`config.mk`:
```
export PLATFORM = sky130hd
export DESIGN_NAME = lsu_ctrl_flat
export DESIGN_NICKNAME = d
export VERILOG_FILES = /design/src/rtl/lsu_ctrl_if.sv /design/src/rtl/lsu_ctrl.sv /design/src/flat_wrapper.sv
export SDC_FILE = /design/constraint.sdc
export NUM_CORES = 1
export LEC_CHECK = 0
export CAP_MARGIN = 20
export CORE_UTILIZATION = 40
export CTS_CLUSTER_DIAMETER = 150
export DETAILED_ROUTE_END_ITERATION = 8
export GPL_ROUTABILITY_DRIVEN = 0
export HOLD_SLACK_MARGIN = 0.12
export PLACE_DENSITY = 0.7
export SYNTH_ARGS = -nofsm -noshare
export SYNTH_HDL_FRONTEND = slang
export SYNTH_SLANG_ARGS = --single-unit
```
`constraint.sdc`:
```
create_clock -name clk -period 7.3 [get_ports clk]
set_input_delay 1.825 -clock clk [delete_from_list [all_inputs] [get_ports clk]]
set_output_delay 1.825 -clock clk [all_outputs]
set_load 0.05 [all_outputs]
```
`src/rtl/lsu_ctrl_if.sv`:
```
// Bus bundle for lsu_ctrl: MEM-stage request/response plus the data_mem port.
interface lsu_ctrl_if #(
    parameter int ADDR_WIDTH = 32
) ();
    // Request transfers on the rising edge where req_valid && req_ready; the requester keeps
    // its fields stable while req_valid is high. resp_valid is a one-cycle pulse and cannot
    // be stalled by the consumer.
    logic                  req_valid;
    logic                  req_ready;
    logic                  req_is_store;
    logic [2:0]            req_funct3;
    logic [31:0]           req_base;
    logic [31:0]           req_offset;
    logic [31:0]           req_wdata;
    logic [4:0]            req_rd;

    logic                  resp_valid;
    logic                  resp_is_load;
    logic [31:0]           resp_rdata;
    logic [4:0]            resp_rd;
    logic [1:0]            resp_fault;
    logic [31:0]           resp_addr;

    logic                  mem_rd_en;
    logic                  mem_wr_en;
    logic [2:0]            mem_op;
    logic [ADDR_WIDTH-1:0] mem_addr;
    logic [31:0]           mem_data_wr;
    logic [31:0]           mem_data_rd;

    modport slave (
        input  req_valid, req_is_store, req_funct3, req_base, req_offset, req_wdata, req_rd,
        output req_ready,
        output resp_valid, resp_is_load, resp_rdata, resp_rd, resp_fault, resp_addr,
        output mem_rd_en, mem_wr_en, mem_op, mem_addr, mem_data_wr,
        input  mem_data_rd
    );

    modport master (
        output req_valid, req_is_store, req_funct3, req_base, req_offset, req_wdata, req_rd,
        input  req_ready,
        input  resp_valid, resp_is_load, resp_rdata, resp_rd, resp_fault, resp_addr,
        input  mem_rd_en, mem_wr_en, mem_op, mem_addr, mem_data_wr,
        output mem_data_rd
    );
endinterface

```
`src/rtl/lsu_ctrl.sv`:
```
// Load/store controller: word-only memory traffic, lane extraction for sub-word loads and
// read-modify-write for sub-word stores, one registered response per request.
module lsu_ctrl #(
    parameter int ADDR_WIDTH = 32,
    parameter int DATA_WIDTH = 32
) (
    input  logic       clk,
    input  logic       rst_n,
    lsu_ctrl_if.slave  bus,
    output logic [2:0] dbg_state
);
    localparam logic [2:0] MEM_LW = 3'b010;
    localparam logic [2:0] MEM_SW = 3'b010;

    typedef enum logic [2:0] {
        IDLE     = 3'd0,
        LD_ISSUE = 3'd1,
        LD_DONE  = 3'd2,
        ST_ISSUE = 3'd3,
        RMW_RD   = 3'd4,
        RMW_WR   = 3'd5
    } state_t;

    state_t state;
    state_t state_next;

    logic [2:0]            f3_q;
    logic [31:0]           ea_q;
    logic [DATA_WIDTH-1:0] wdata_q;
    logic [4:0]            rd_q;
    logic                  is_store_q;

    logic                  accept;
    logic [31:0]           ea;
    logic                  legal;
    logic                  misaligned;
    logic [1:0]            fault_code;

    logic [7:0]            lane_byte;
    logic [15:0]           lane_half;
    logic [DATA_WIDTH-1:0] load_data;
    logic [DATA_WIDTH-1:0] merged;
    logic [31:0]           word_addr;

    logic                  resp_set;
    logic                  resp_is_load_d;
    logic [DATA_WIDTH-1:0] resp_rdata_d;
    logic [4:0]            resp_rd_d;
    logic [1:0]            resp_fault_d;
    logic [31:0]           resp_addr_d;

    logic                  resp_valid_q;
    logic                  resp_is_load_q;
    logic [DATA_WIDTH-1:0] resp_rdata_q;
    logic [4:0]            resp_rd_q;
    logic [1:0]            resp_fault_q;
    logic [31:0]           resp_addr_q;

    assign accept = bus.req_valid && (state == IDLE);
    assign ea     = bus.req_base + bus.req_offset;

    // Illegal funct3 is decided first so it masks any alignment complaint.
    always_comb begin
        legal      = 1'b0;
        misaligned = 1'b0;
        fault_code = 2'b00;
        if (bus.req_is_store) begin
            legal = (bus.req_funct3 == 3'b000) || (bus.req_funct3 == 3'b001) ||
                    (bus.req_funct3 == 3'b010);
        end else begin
            case (bus.req_funct3)
                3'b000, 3'b001, 3'b010, 3'b100, 3'b101: legal = 1'b1;
                default:                                legal = 1'b0;
            endcase
        end
        misaligned = ((bus.req_funct3[1:0] == 2'b01) && ea[0]) ||
                     ((bus.req_funct3[1:0] == 2'b10) && (ea[1:0] != 2'b00));
        if (!legal) begin
            fault_code = 2'b10;
        end else if (misaligned) begin
            fault_code = 2'b01;
        end
    end

    always_comb begin
        lane_byte = bus.mem_data_rd[{ea_q[1:0], 3'b000} +: 8];
        lane_half = bus.mem_data_rd[{ea_q[1], 4'b0000} +: 16];
        case (f3_q)
            3'b000:  load_data = {{24{lane_byte[7]}}, lane_byte};
            3'b100:  load_data = {24'd0, lane_byte};
            3'b001:  load_data = {{16{lane_half[15]}}, lane_half};
            3'b101:  load_data = {16'd0, lane_half};
            default: load_data = bus.mem_data_rd;
        endcase
        merged = bus.mem_data_rd;
        if (f3_q[1:0] == 2'b00) begin
            merged[{ea_q[1:0], 3'b000} +: 8] = wdata_q[7:0];
        end else begin
            merged[{ea_q[1], 4'b0000} +: 16] = wdata_q[15:0];
        end
    end

    assign word_addr = {ea_q[31:2], 2'b00};
    assign bus.mem_addr = word_addr[ADDR_WIDTH-1:0];

    always_comb begin
        state_next      = state;
        bus.mem_rd_en   = 1'b0;
        bus.mem_wr_en   = 1'b0;
        bus.mem_op      = 3'b000;
        bus.mem_data_wr = '0;
        resp_set        = 1'b0;
        resp_is_load_d  = !is_store_q;
        resp_rdata_d    = '0;
        resp_rd_d       = rd_q;
        resp_fault_d    = 2'b00;
        resp_addr_d     = ea_q;
        case (state)
            IDLE: begin
                if (accept) begin
                    if (fault_code != 2'b00) begin
                        // Faults answer straight from the accept edge, no memory traffic.
                        resp_set       = 1'b1;
                        resp_is_load_d = !bus.req_is_store;
                        resp_rd_d      = bus.req_rd;
                        resp_fault_d   = fault_code;
                        resp_addr_d    = ea;
                    end else if (!bus.req_is_store) begin
                        state_next = LD_ISSUE;
                    end else if (bus.req_funct3 == 3'b010) begin
                        state_next = ST_ISSUE;
                    end else begin
                        state_next = RMW_RD;
                    end
                end
            end
            LD_ISSUE: begin
                bus.mem_rd_en = 1'b1;
                bus.mem_op    = MEM_LW;
                state_next    = LD_DONE;
            end
            LD_DONE: begin
                bus.mem_op   = MEM_LW;
                resp_set     = 1'b1;
                resp_rdata_d = load_data;
                state_next   = IDLE;
            end
            ST_ISSUE: begin
                bus.mem_wr_en   = 1'b1;
                bus.mem_op      = MEM_SW;
                bus.mem_data_wr = wdata_q;
                resp_set        = 1'b1;
                state_next      = IDLE;
            end
            RMW_RD: begin
                bus.mem_rd_en = 1'b1;
                bus.mem_op    = MEM_LW;
                state_next    = RMW_WR;
            end
            RMW_WR: begin
                bus.mem_wr_en   = 1'b1;
                bus.mem_op      = MEM_SW;
                bus.mem_data_wr = merged;
                resp_set        = 1'b1;
                state_next      = IDLE;
            end
            default: state_next = IDLE;
        endcase
    end

    always_ff @(posedge clk or negedge rst_n) begin
        if (!rst_n) begin
            state <= IDLE;
        end else begin
            state <= state_next;
        end
    end

    always_ff @(posedge clk or negedge rst_n) begin
        if (!rst_n) begin
            f3_q       <= 3'b000;
            ea_q       <= '0;
            wdata_q    <= '0;
            rd_q       <= '0;
            is_store_q <= 1'b0;
        end else if (accept) begin
            f3_q       <= bus.req_funct3;
            ea_q       <= ea;
            wdata_q    <= bus.req_wdata;
            rd_q       <= bus.req_rd;
            is_store_q <= bus.req_is_store;
        end
    end

    always_ff @(posedge clk or negedge rst_n) begin
        if (!rst_n) begin
            resp_valid_q   <= 1'b0;
            resp_is_load_q <= 1'b0;
            resp_rdata_q   <= '0;
            resp_rd_q      <= '0;
            resp_fault_q   <= 2'b00;
            resp_addr_q    <= '0;
        end else begin
            resp_valid_q <= resp_set;
            if (resp_set) begin
                resp_is_load_q <= resp_is_load_d;
                resp_rdata_q   <= resp_rdata_d;
                resp_rd_q      <= resp_rd_d;
                resp_fault_q   <= resp_fault_d;
                resp_addr_q    <= resp_addr_d;
            end
        end
    end

    assign bus.req_ready    = (state == IDLE);
    assign bus.resp_valid   = resp_valid_q;
    assign bus.resp_is_load = resp_is_load_q;
    assign bus.resp_rdata   = resp_rdata_q;
    assign bus.resp_rd      = resp_rd_q;
    assign bus.resp_fault   = resp_fault_q;
    assign bus.resp_addr    = resp_addr_q;
    assign dbg_state        = state;
endmodule

```
`src/flat_wrapper.sv`:
```
// flat-port wrapper written by rule: the top's interface ports become plain ports
module lsu_ctrl_flat 
#(
    parameter int ADDR_WIDTH = 32,
    parameter int DATA_WIDTH = 32
)
  (clk, rst_n, dbg_state, bus_req_valid, bus_req_is_store, bus_req_funct3, bus_req_base, bus_req_offset, bus_req_wdata, bus_req_rd, bus_req_ready, bus_resp_valid, bus_resp_is_load, bus_resp_rdata, bus_resp_rd, bus_resp_fault, bus_resp_addr, bus_mem_rd_en, bus_mem_wr_en, bus_mem_op, bus_mem_addr, bus_mem_data_wr, bus_mem_data_rd);
  lsu_ctrl_if #(.ADDR_WIDTH(ADDR_WIDTH)) bus_i ();
  input  logic clk;
  input  logic rst_n;
  output logic [2:0] dbg_state;
  input wire logic [$bits(bus_i.req_valid)-1:0] bus_req_valid;
  input wire logic [$bits(bus_i.req_is_store)-1:0] bus_req_is_store;
  input wire logic [$bits(bus_i.req_funct3)-1:0] bus_req_funct3;
  input wire logic [$bits(bus_i.req_base)-1:0] bus_req_base;
  input wire logic [$bits(bus_i.req_offset)-1:0] bus_req_offset;
  input wire logic [$bits(bus_i.req_wdata)-1:0] bus_req_wdata;
  input wire logic [$bits(bus_i.req_rd)-1:0] bus_req_rd;
  output wire logic [$bits(bus_i.req_ready)-1:0] bus_req_ready;
  output wire logic [$bits(bus_i.resp_valid)-1:0] bus_resp_valid;
  output wire logic [$bits(bus_i.resp_is_load)-1:0] bus_resp_is_load;
  output wire logic [$bits(bus_i.resp_rdata)-1:0] bus_resp_rdata;
  output wire logic [$bits(bus_i.resp_rd)-1:0] bus_resp_rd;
  output wire logic [$bits(bus_i.resp_fault)-1:0] bus_resp_fault;
  output wire logic [$bits(bus_i.resp_addr)-1:0] bus_resp_addr;
  output wire logic [$bits(bus_i.mem_rd_en)-1:0] bus_mem_rd_en;
  output wire logic [$bits(bus_i.mem_wr_en)-1:0] bus_mem_wr_en;
  output wire logic [$bits(bus_i.mem_op)-1:0] bus_mem_op;
  output wire logic [$bits(bus_i.mem_addr)-1:0] bus_mem_addr;
  output wire logic [$bits(bus_i.mem_data_wr)-1:0] bus_mem_data_wr;
  input wire logic [$bits(bus_i.mem_data_rd)-1:0] bus_mem_data_rd;
  assign bus_i.req_valid = bus_req_valid;
  assign bus_i.req_is_store = bus_req_is_store;
  assign bus_i.req_funct3 = bus_req_funct3;
  assign bus_i.req_base = bus_req_base;
  assign bus_i.req_offset = bus_req_offset;
  assign bus_i.req_wdata = bus_req_wdata;
  assign bus_i.req_rd = bus_req_rd;
  assign bus_req_ready = bus_i.req_ready;
  assign bus_resp_valid = bus_i.resp_valid;
  assign bus_resp_is_load = bus_i.resp_is_load;
  assign bus_resp_rdata = bus_i.resp_rdata;
  assign bus_resp_rd = bus_i.resp_rd;
  assign bus_resp_fault = bus_i.resp_fault;
  assign bus_resp_addr = bus_i.resp_addr;
  assign bus_mem_rd_en = bus_i.mem_rd_en;
  assign bus_mem_wr_en = bus_i.mem_wr_en;
  assign bus_mem_op = bus_i.mem_op;
  assign bus_mem_addr = bus_i.mem_addr;
  assign bus_mem_data_wr = bus_i.mem_data_wr;
  assign bus_i.mem_data_rd = bus_mem_data_rd;
  lsu_ctrl #(.ADDR_WIDTH(ADDR_WIDTH), .DATA_WIDTH(DATA_WIDTH)) u_core (.clk(clk), .rst_n(rst_n), .bus(bus_i), .dbg_state(dbg_state));
endmodule
```
Yosys cells after proc, flatten, opt, wreduce, memory -nomap -nowiden
Cells that the tools add are included.

cells by class
  equality and inequality tests = 16
  muxes and demuxes = 33
  reductions and logical operators = 20
  add/sub/neg operators = 3
  shift-type cells = 6

operators by type and width
  operator                                                                  count
  32-bit 2-to-1 mux                                                         5
  32-bit one-hot mux with 4 select lines                                    1
  32-bit bitwise mux                                                        2
  32-bit one-hot mux with 2 select lines                                    1
  32-bit adder                                                              1
  16-bit by 7-bit variable shift with 32-bit output (first input constant)  1
  8-bit by 7-bit variable shift with 32-bit output (first input constant)   1
  16-bit by 7-bit variable part select with 32-bit output                   1
  32-bit by 6-bit variable part select with 16-bit output                   1
  32-bit by 6-bit variable part select with 8-bit output                    1
  8-bit by 7-bit variable part select with 32-bit output                    1
  3-bit equality test (second input constant)                               6
  5-bit 2-to-1 mux                                                          3
  5-bit negator with 7-bit output                                           2
  3-bit 2-to-1 mux                                                          4
  1-bit 2-to-1 mux                                                          10
  2-bit 2-to-1 mux                                                          5
  5-bit OR reduction                                                        2
  3-bit by 1-bit equality test with 1-bit output (second input constant)    3
  3-bit by 2-bit equality test with 1-bit output (second input constant)    3
  3-bit logical NOT                                                         3
  3-bit one-hot mux with 3 select lines                                     1
  2-bit nonzero test                                                        2
  2-bit OR reduction                                                        2
  11 further kinds                                                          16

word-level totals
  bits of input ports = 140
  register bits = 149
  output and inout port bits = 146

Logic depth before layout (Yosys ltp)
Gate-level depths: netlist (run 1).

  depth after elaboration = 10
  depth in mapped cells = 10
  gate-level depth less buffers = 9

Worst setup path before layout (run 1)
No wires, ideal clock.

  path kind = input to output
  start = input port bus_mem_data_rd[29]
  end = output port bus_mem_data_wr[29]
  required time = 5.475 ns
  setup slack = 2.454 ns
  data arrival time = 3.021 ns
  path buffers = 0
  stages on the path = 2
  cells stage by stage = a222oi_1 o21ai_0

on the way
  longest elaborated chain between the ends = 3
  elaborated cells between the ends (all ways) = 4

ends and longest elaborated chain
  item                                        RTL line                        RTL
  start, declared                             flat_wrapper.sv:31              input wire logic [$bits(bus_i.mem_data_rd)-1:0] bus_mem_data_rd;
  32-bit bitwise mux (on tied branches)       lsu_ctrl.sv:99, lsu_ctrl.sv:97
  32-bit 2-to-1 mux (*)                       lsu_ctrl.sv:96                  if (f3_q[1:0] == 2'b00) begin
  32-bit one-hot mux with 2 select lines (*)  lsu_ctrl.sv:118                 case (state)
  end, declared                               flat_wrapper.sv:30              output wire logic [$bits(bus_i.mem_data_wr)-1:0] bus_mem_data_wr;

Every way passes the cells marked *; elsewhere a longest branch is shown, timed or not.

Worst setup path in the final report (run 1)
  start = register u_core.ea_q[1]
  end = output port bus_mem_data_wr[29]

on the way
  longest elaborated chain between the ends = 5
  elaborated cells between the ends (all ways) = 10

ends and longest elaborated chain
  item                                                                             RTL line                        RTL
  start, declared                                                                  lsu_ctrl.sv:28                  logic [31:0] ea_q;
  start signal, assigned                                                           lsu_ctrl.sv:182                 ea_q <= '0;
  start signal, assigned                                                           lsu_ctrl.sv:188                 ea_q <= ea;
  5-bit negator with 7-bit output (on tied branches)                               lsu_ctrl.sv:99, lsu_ctrl.sv:97
  16-bit by 7-bit variable part select with 32-bit output (tied with other cells)  lsu_ctrl.sv:99                  merged[{ea_q[1], 4'b0000} +: 16] = wdata_q[15:0];
  32-bit bitwise mux (on tied branches)                                            lsu_ctrl.sv:99, lsu_ctrl.sv:97
  32-bit 2-to-1 mux (*)                                                            lsu_ctrl.sv:96
  32-bit one-hot mux with 2 select lines (*)                                       lsu_ctrl.sv:118

Marks and branches as above.

==> results of run 1 <==
## report_power, final
group | switching (W) | leakage [nW] | internal, W
Clock | 0.000376 | 0.309 | 0.000586
Combinational | 0.00235 | 3.39 | 0.00114
Sequential | 0.000380 | 1.86 | 0.00122
Total | 0.00311 | 5.57 | 0.00295
## cells in the final DEF (no fill, tap or decap), types with 16 or more instances in the layout
| master | n |
|---|---|
| sky130_fd_sc_hd__a21oi_1 | 53 |
| sky130_fd_sc_hd__a222oi_1 | 16 |
| sky130_fd_sc_hd__a22o_1 | 20 |
| sky130_fd_sc_hd__clkbuf_16 | 17 |
| sky130_fd_sc_hd__clkdlybuf4s50_1 | 280 |
| sky130_fd_sc_hd__dfrtp_1 | 149 |
| sky130_fd_sc_hd__ha_1 | 36 |
| sky130_fd_sc_hd__nand2_1 | 351 |
| sky130_fd_sc_hd__nand2b_1 | 16 |
| sky130_fd_sc_hd__nor2_1 | 46 |
| sky130_fd_sc_hd__o21ai_0 | 115 |
## flip-flops by register name, summed over array words and instances (netlist names), 2 cells and up
signal and cells:
u_core.bus.resp_rdata 32, u_core.rd_q 5, u_core.ea_q 32, u_core.bus.resp_fault 2, u_core.f3_q 3, u_core.bus.resp_rd 5
u_core.dbg_state 3, u_core.wdata_q 32, u_core.bus.resp_addr 32
## final cells by class
class | count | area (um^2) | share of cell area, %
timing repair buffer | 291 | 2899 | 22.86
clock inverter | 14 | 200.2 | 1.579
inverter | 11 | 41.29 | 0.3256
tap | 285 | 356.6 | 2.812
clock buffer | 18 | 439.2 | 3.463
multi-input combinational | 881 | 5015 | 39.54
antenna | 1 | 2.502 | 0.01973
sequential | 149 | 3729 | 29.40
## critical path, stage by stage (launching register included)
cell,delay (ns)
sky130_fd_sc_hd__dfrtp_1,0.81
sky130_fd_sc_hd__clkinv_1,0.50
sky130_fd_sc_hd__ha_1,0.47
sky130_fd_sc_hd__nor4b_2,0.73
sky130_fd_sc_hd__a222oi_1,0.20
sky130_fd_sc_hd__o21ai_0,0.26
sky130_fd_sc_hd__clkdlybuf4s50_1,0.84
## path summary, 6_finish.rpt
kind                                                       start                                     to  slack (ns)
setup / recovery                      u_core.ea_q[1]$_DFFE_PN0P_                    bus_mem_data_wr[29]        1.24
hold / removal             u_core.bus.resp_rdata[18]$_DFFE_PN0P_  u_core.bus.resp_rdata[18]$_DFFE_PN0P_        0.47
setup reg to reg                 u_core.dbg_state[1]$_DFFE_PN0P_  u_core.bus.resp_rdata[28]$_DFFE_PN0P_        4.77
hold reg to reg            u_core.bus.resp_rdata[18]$_DFFE_PN0P_  u_core.bus.resp_rdata[18]$_DFFE_PN0P_        0.47
max in group asynchronous                                  rst_n      u_core.bus.resp_rd[2]$_DFFE_PN0P_        4.53
min in group asynchronous                                  rst_n             u_core.rd_q[3]$_DFFE_PN0P_        1.48
## routing by layer
metal / vias up / routed length (um) / track usage [%]
met5: - / 13 / 0
met2: 535 / 14610 / 42.97
li1: 4387 / - / -
met3: 97 / 2954 / 5.693
met4: 2 / 1386 / 13.10
met1: 4411 / 13500 / 36.88
## cells by family after synthesis
logic type      count (synthesis)  synth area share [%]
compound gates                309                 21.90
xor+xnor                       27                 2.557
fa+ha+maj                      37                 5.087
buf+inv                       108                 5.858
flops                         149                 40.31
mux                            12                 1.718
other cells                     1               0.04055
simple gates                  492                 22.52
## metrics by stage
stage,std cells,cell area [um^2],utilization (%),worst slack (ns),hold slack [ns]
finish,1650,12680,56.02,1.238,0.4660
global placement,1615,12020,53.07,1.802,0.4505
global route,1650,12680,56.02,1.069,0.4887
detailed placement,1615,12020,53.07,1.808,0.4549
floorplan,1138,9260,-,2.454,0.4455
CTS,1647,12650,55.89,1.373,0.4687
==> impl_metrics.ini, run 1 <==
[sta]
worst-slew-pin-transition_ns = 1.059
final.setup.tns_ns = 0
fmaxAchievable_ghz = 0.1650
setup_viol = 0
worst_slew_margin_rel_pct = 29.38
final_max_slew_viol_count = 0
final-hold-violation-count = 0
period_share_pct = 83.04
fin_worst_skew_ns = 0.009192
rsz0062_at_grt = no
final.min_clock_period_ns = 6.062

[route]
route.vias.total = 9432
detailedRoute.firstPassIterationCount = 9
dr.first_iter.drc_count = 1015
via_density_per_instance = 5.716
post-route-drc-count = 0
ant_nets = 0
route.detailed.wl_per_inst_um = 19.67
drt-total-wl_um = 32460

[floorplanning]
placement_rows = 55
floorplan.initialDensity_pct = 40.85
die_area_um2 = 23730
chipHeight_um = 154.1
number_of_placed_i_o_pins = 286
die_width_um = 154.1
fp.coreArea_um2 = 22640

[clock_tree]
path_clk_slew_ns = 0.06
post_cts_hold_buffer_count = 0
cts_buffers = 17
clock-sinks = 149
cts_max_level = 4
clockRootBuffer = sky130_fd_sc_hd__clkbuf_16
resized_after_cts = 0
clock_tree_from_tritoncts = built
maximum_root_to_sink_buffer_count = 2
worstSkewPairLatency_ns = 0.43
post_cts_buffers = 0

[synthesis]
yosys.cell_count.top_type = sky130_fd_sc_hd__nand2_1
synth_top_area_cell = sky130_fd_sc_hd__dfrtp_1
ys_top_cells_by_area = sky130_fd_sc_hd__dfrtp_1 (40%), sky130_fd_sc_hd__nand2_1 (14%), sky130_fd_sc_hd__o21ai_0 (6.2%)
netlist_cell_types = 67
syn-cell-area_um2 = 9249
syn_inst = 1135
ys_seq_area_share_pct = 40.31
avgSynthCellArea_um2 = 8.149
yosys_warnings = 0
ys_seq_elements = 149
dominant_synthesized_flop_cell = sky130_fd_sc_hd__dfrtp_1
number_of_synthesized_flops_with_an_enable_pin = 0
commonest_cells_in_the_netlist = sky130_fd_sc_hd__nand2_1 (353), sky130_fd_sc_hd__dfrtp_1 (149), sky130_fd_sc_hd__o21ai_0 (115), sky130_fd_sc_hd__a21oi_1 (53), sky130_fd_sc_hd__clkbuf_1 (52)
synth_top_area_share_pct = 40.31
async_sr_flop_fraction_pct = 100.0

[power_and_ir_drop]
p_leak_nw = 5.567
total_power_w = 0.006058
vdd_ir_drop_max_mv = 0.2655
power-per-cell-area_nw_per_um2 = 477.7

[cells_and_area]
design.final.nets = 1528
area_delta_synth_final_pct = 37.12
final_layout_size_suffix_gt1_share_pct = 4.985
fillerInstances = 2010

[global_routing]
grt_max_degree = 103
globalRouteOverflowTotal = 0
antenna_found_initial = 2
global_route_wire_length_before_repair_um = 50770
grt_use_total_pct = 27.67
first_global_vias = 8910

[worst_hold_path]
worstHoldPathCells = 2
worstHoldPathType = reg2reg

[placement]
place.port_buffers = 281
detailedPlacementHpwl_um = 23700

[critical_path]
start_kind = flip-flop
endpoint_kind = primary output
critical_path.max_fanout = 22
worst_reg_to_reg_path_cell_count = 6
setup.worst_path.class = reg2out
worstPathRequired_ns = 5.48
worstPathArrival_ns = 4.24

[job]
max_cap_violations = 0

[outcome]
status = completed
No activity file was read; power rests on OpenSTA's default activity.
==> run 2, diff against run 1 <==
==> constraint.sdc (replaced) <==
create_clock -name clk -period 5.59 [get_ports clk]
set_input_delay 1.3975 -clock clk [delete_from_list [all_inputs] [get_ports clk]]
set_output_delay 1.3975 -clock clk [all_outputs]
set_load 0.05 [all_outputs]
==> run 2 against run 1 <==
Compared with the run above:
- the run now ends with design-rule violations left
- cell count is 0.36% higher
- count of clock-buffer cells in the layout is 1 lower
- final area is 0.30% lower
- sequential share of layout area is 0.087 points higher
- global-route usage is 0.24 points higher
- critical path depth stayed put
- wire length is 2.3% higher
- worst setup slack worse by 1.0 ns
- largest power group unchanged
- highest routed layer unchanged
==> impl_metrics.ini, run 2 (synthesis results as in run 1) <==
[cells_and_area]
layout.cells.most_common_list = sky130_fd_sc_hd__nand2_1 (351), sky130_fd_sc_hd__clkdlybuf4s50_1 (280), sky130_fd_sc_hd__dfrtp_1 (149), sky130_fd_sc_hd__o21ai_0 (115), sky130_fd_sc_hd__a21oi_1 (53)
area_delta_synth_final_pct = 36.72
design.final.nets = 1533
layout.cells.non_filler = 1656
final_common_cell = sky130_fd_sc_hd__nand2_1
final_core_util_pct = 55.85
final_layout_size_suffix_gt1_share_pct = 5.332

[critical_path]
worstPathArrival_ns = 3.97
startpoint = u_core.f3_q[0]$_DFFE_PN0P_
reg2reg_to = u_core.bus.resp_rdata[28]$_DFFE_PN0P_
worst_reg_to_reg_path_cell_count = 7
start_kind = flip-flop
setup.worst_path.class = reg2out
endpoint_kind = primary output
critical_path.max_fanout = 15
worstReg2RegStart = u_core.dbg_state[1]$_DFFE_PN0P_
ff2ff_setup_slack_ns = 2.76
worstPathRequired_ns = 4.19

[sta]
setup_viol = 0
fin_worst_skew_ns = 0.01231
worst_slew_margin_rel_pct = 28.23
worst-slew-pin-transition_ns = 1.077
final-hold-violation-count = 0
final.setup.tns_ns = 0
rsz0062_at_grt = no
final.min_clock_period_ns = 5.369
worst_hold_slack_ns = 0.4712
period_share_pct = 96.06
final_max_slew_viol_count = 0
fmaxAchievable_ghz = 0.1862

[route]
ant_nets = 0
route.detailed.wl_per_inst_um = 20.05
drt-total-wl_um = 33200
via_density_per_instance = 5.786
route.vias.total = 9582
post-route-drc-count = 1
dr.first_iter.drc_count = 963
detailedRoute.firstPassIterationCount = 9

[clock_tree]
clockRootBuffer = sky130_fd_sc_hd__clkbuf_16
clock_tree_from_tritoncts = built
clock-sinks = 149
post_cts_hold_buffer_count = 0
worstSkewPairLatency_ns = 0.43
cts_max_level = 4
post_cts_buffers = 0
path_clk_slew_ns = 0.06
maximum_root_to_sink_buffer_count = 2
cts_buffers = 17
resized_after_cts = 0

[floorplanning]
fp.coreArea_um2 = 22640
floorplan.initialDensity_pct = 40.85
placement_rows = 55
number_of_placed_i_o_pins = 286
die_width_um = 154.1
die_area_um2 = 23730
chipHeight_um = 154.1

[global_routing]
first_global_vias = 9063
global_route_wire_length_before_repair_um = 51370
grt_util_met3_pct = 5.130
globalRouteMet1Util_pct = 37.07
globalRouteOverflowTotal = 0
fraction_of_met2_tracks_used_by_global_routing_pct = 44.11
antenna_found_initial = 3
grt_use_total_pct = 27.91
grt_max_degree = 103
grt-busiest-layer = met2

[power_and_ir_drop]
power-per-cell-area_nw_per_um2 = 621.9
total_power_w = 0.007864
vdd_ir_drop_max_mv = 0.3142
p_leak_nw = 5.551

[placement]
place.port_buffers = 281
placedCellCount = 1622
detailedPlacementHpwl_um = 24190

[outcome]
violations = design-rule violations
status = finished, violations left

[worst_hold_path]
worstHoldPathCells = 2
hold-path-endpoint = u_core.bus.resp_rdata[18]$_DFFE_PN0P_
worstHoldPathType = reg2reg
hold_path.startpoint = u_core.bus.resp_rdata[18]$_DFFE_PN0P_

[job]
max_cap_violations = 0
-- run 2: worst max-delay path: stages (launching register included) --
cell and delay, ns:
sky130_fd_sc_hd__dfrtp_1 0.56, sky130_fd_sc_hd__nor2_1 0.43, sky130_fd_sc_hd__nand2_1 0.28, sky130_fd_sc_hd__nor4b_2 0.93
sky130_fd_sc_hd__a222oi_1 0.18, sky130_fd_sc_hd__o21ai_0 0.30, sky130_fd_sc_hd__clkdlybuf4s50_1 0.86
-- run 2: metal layers --
metal / vias up / part of all wire [%]
met4: 2 / 3.7
met2: 545 / 46
met1: 4548 / 41
met5: - / 0.039
li1: 4401 / -
met3: 86 / 9.5
-- run 2: worst max-delay path by stage --
stage	end	slack, ns	cells past startpoint
detailed placement	bus_mem_data_wr[28]	0.86	6
finish	bus_mem_data_wr[28]	0.22	6
floorplan	bus_mem_data_wr[24]	1.23	6
CTS	bus_mem_data_wr[28]	0.38	6
global route	bus_mem_data_wr[5]	0.16	6
global placement	bus_mem_data_wr[28]	0.90	6
-- run 2: area by class of cell --
cell class | instances | area (um^2)
multi-input cells | 881 | 5015
repair buffers | 296 | 2927
clock inverters | 15 | 146.4
flip-flops and latches | 149 | 3729
well taps | 285 | 356.6
inverters | 11 | 41.29
clock buffers | 17 | 425.4
fillers | 2047 | 9996
diodes | 2 | 5.005
-- run 2: power breakdown --
part / total (W) / internal, W / switching [W]
clock network: 0.00113 / 0.000624 / 0.000508
logic: 0.00467 / 0.00151 / 0.00317
registers: 0.00206 / 0.00160 / 0.000458
-- run 2: per-stage QoR --
step / cell area (um^2) / setup slack, ns
2_1_floorplan: 9260 / 1.232
3_3_place_gp: 12070 / 0.8961
3_5_place_dp: 12070 / 0.8602
4_1_cts: 12640 / 0.3782
5_1_grt: 12640 / 0.1646
6_report: 12640 / 0.2205
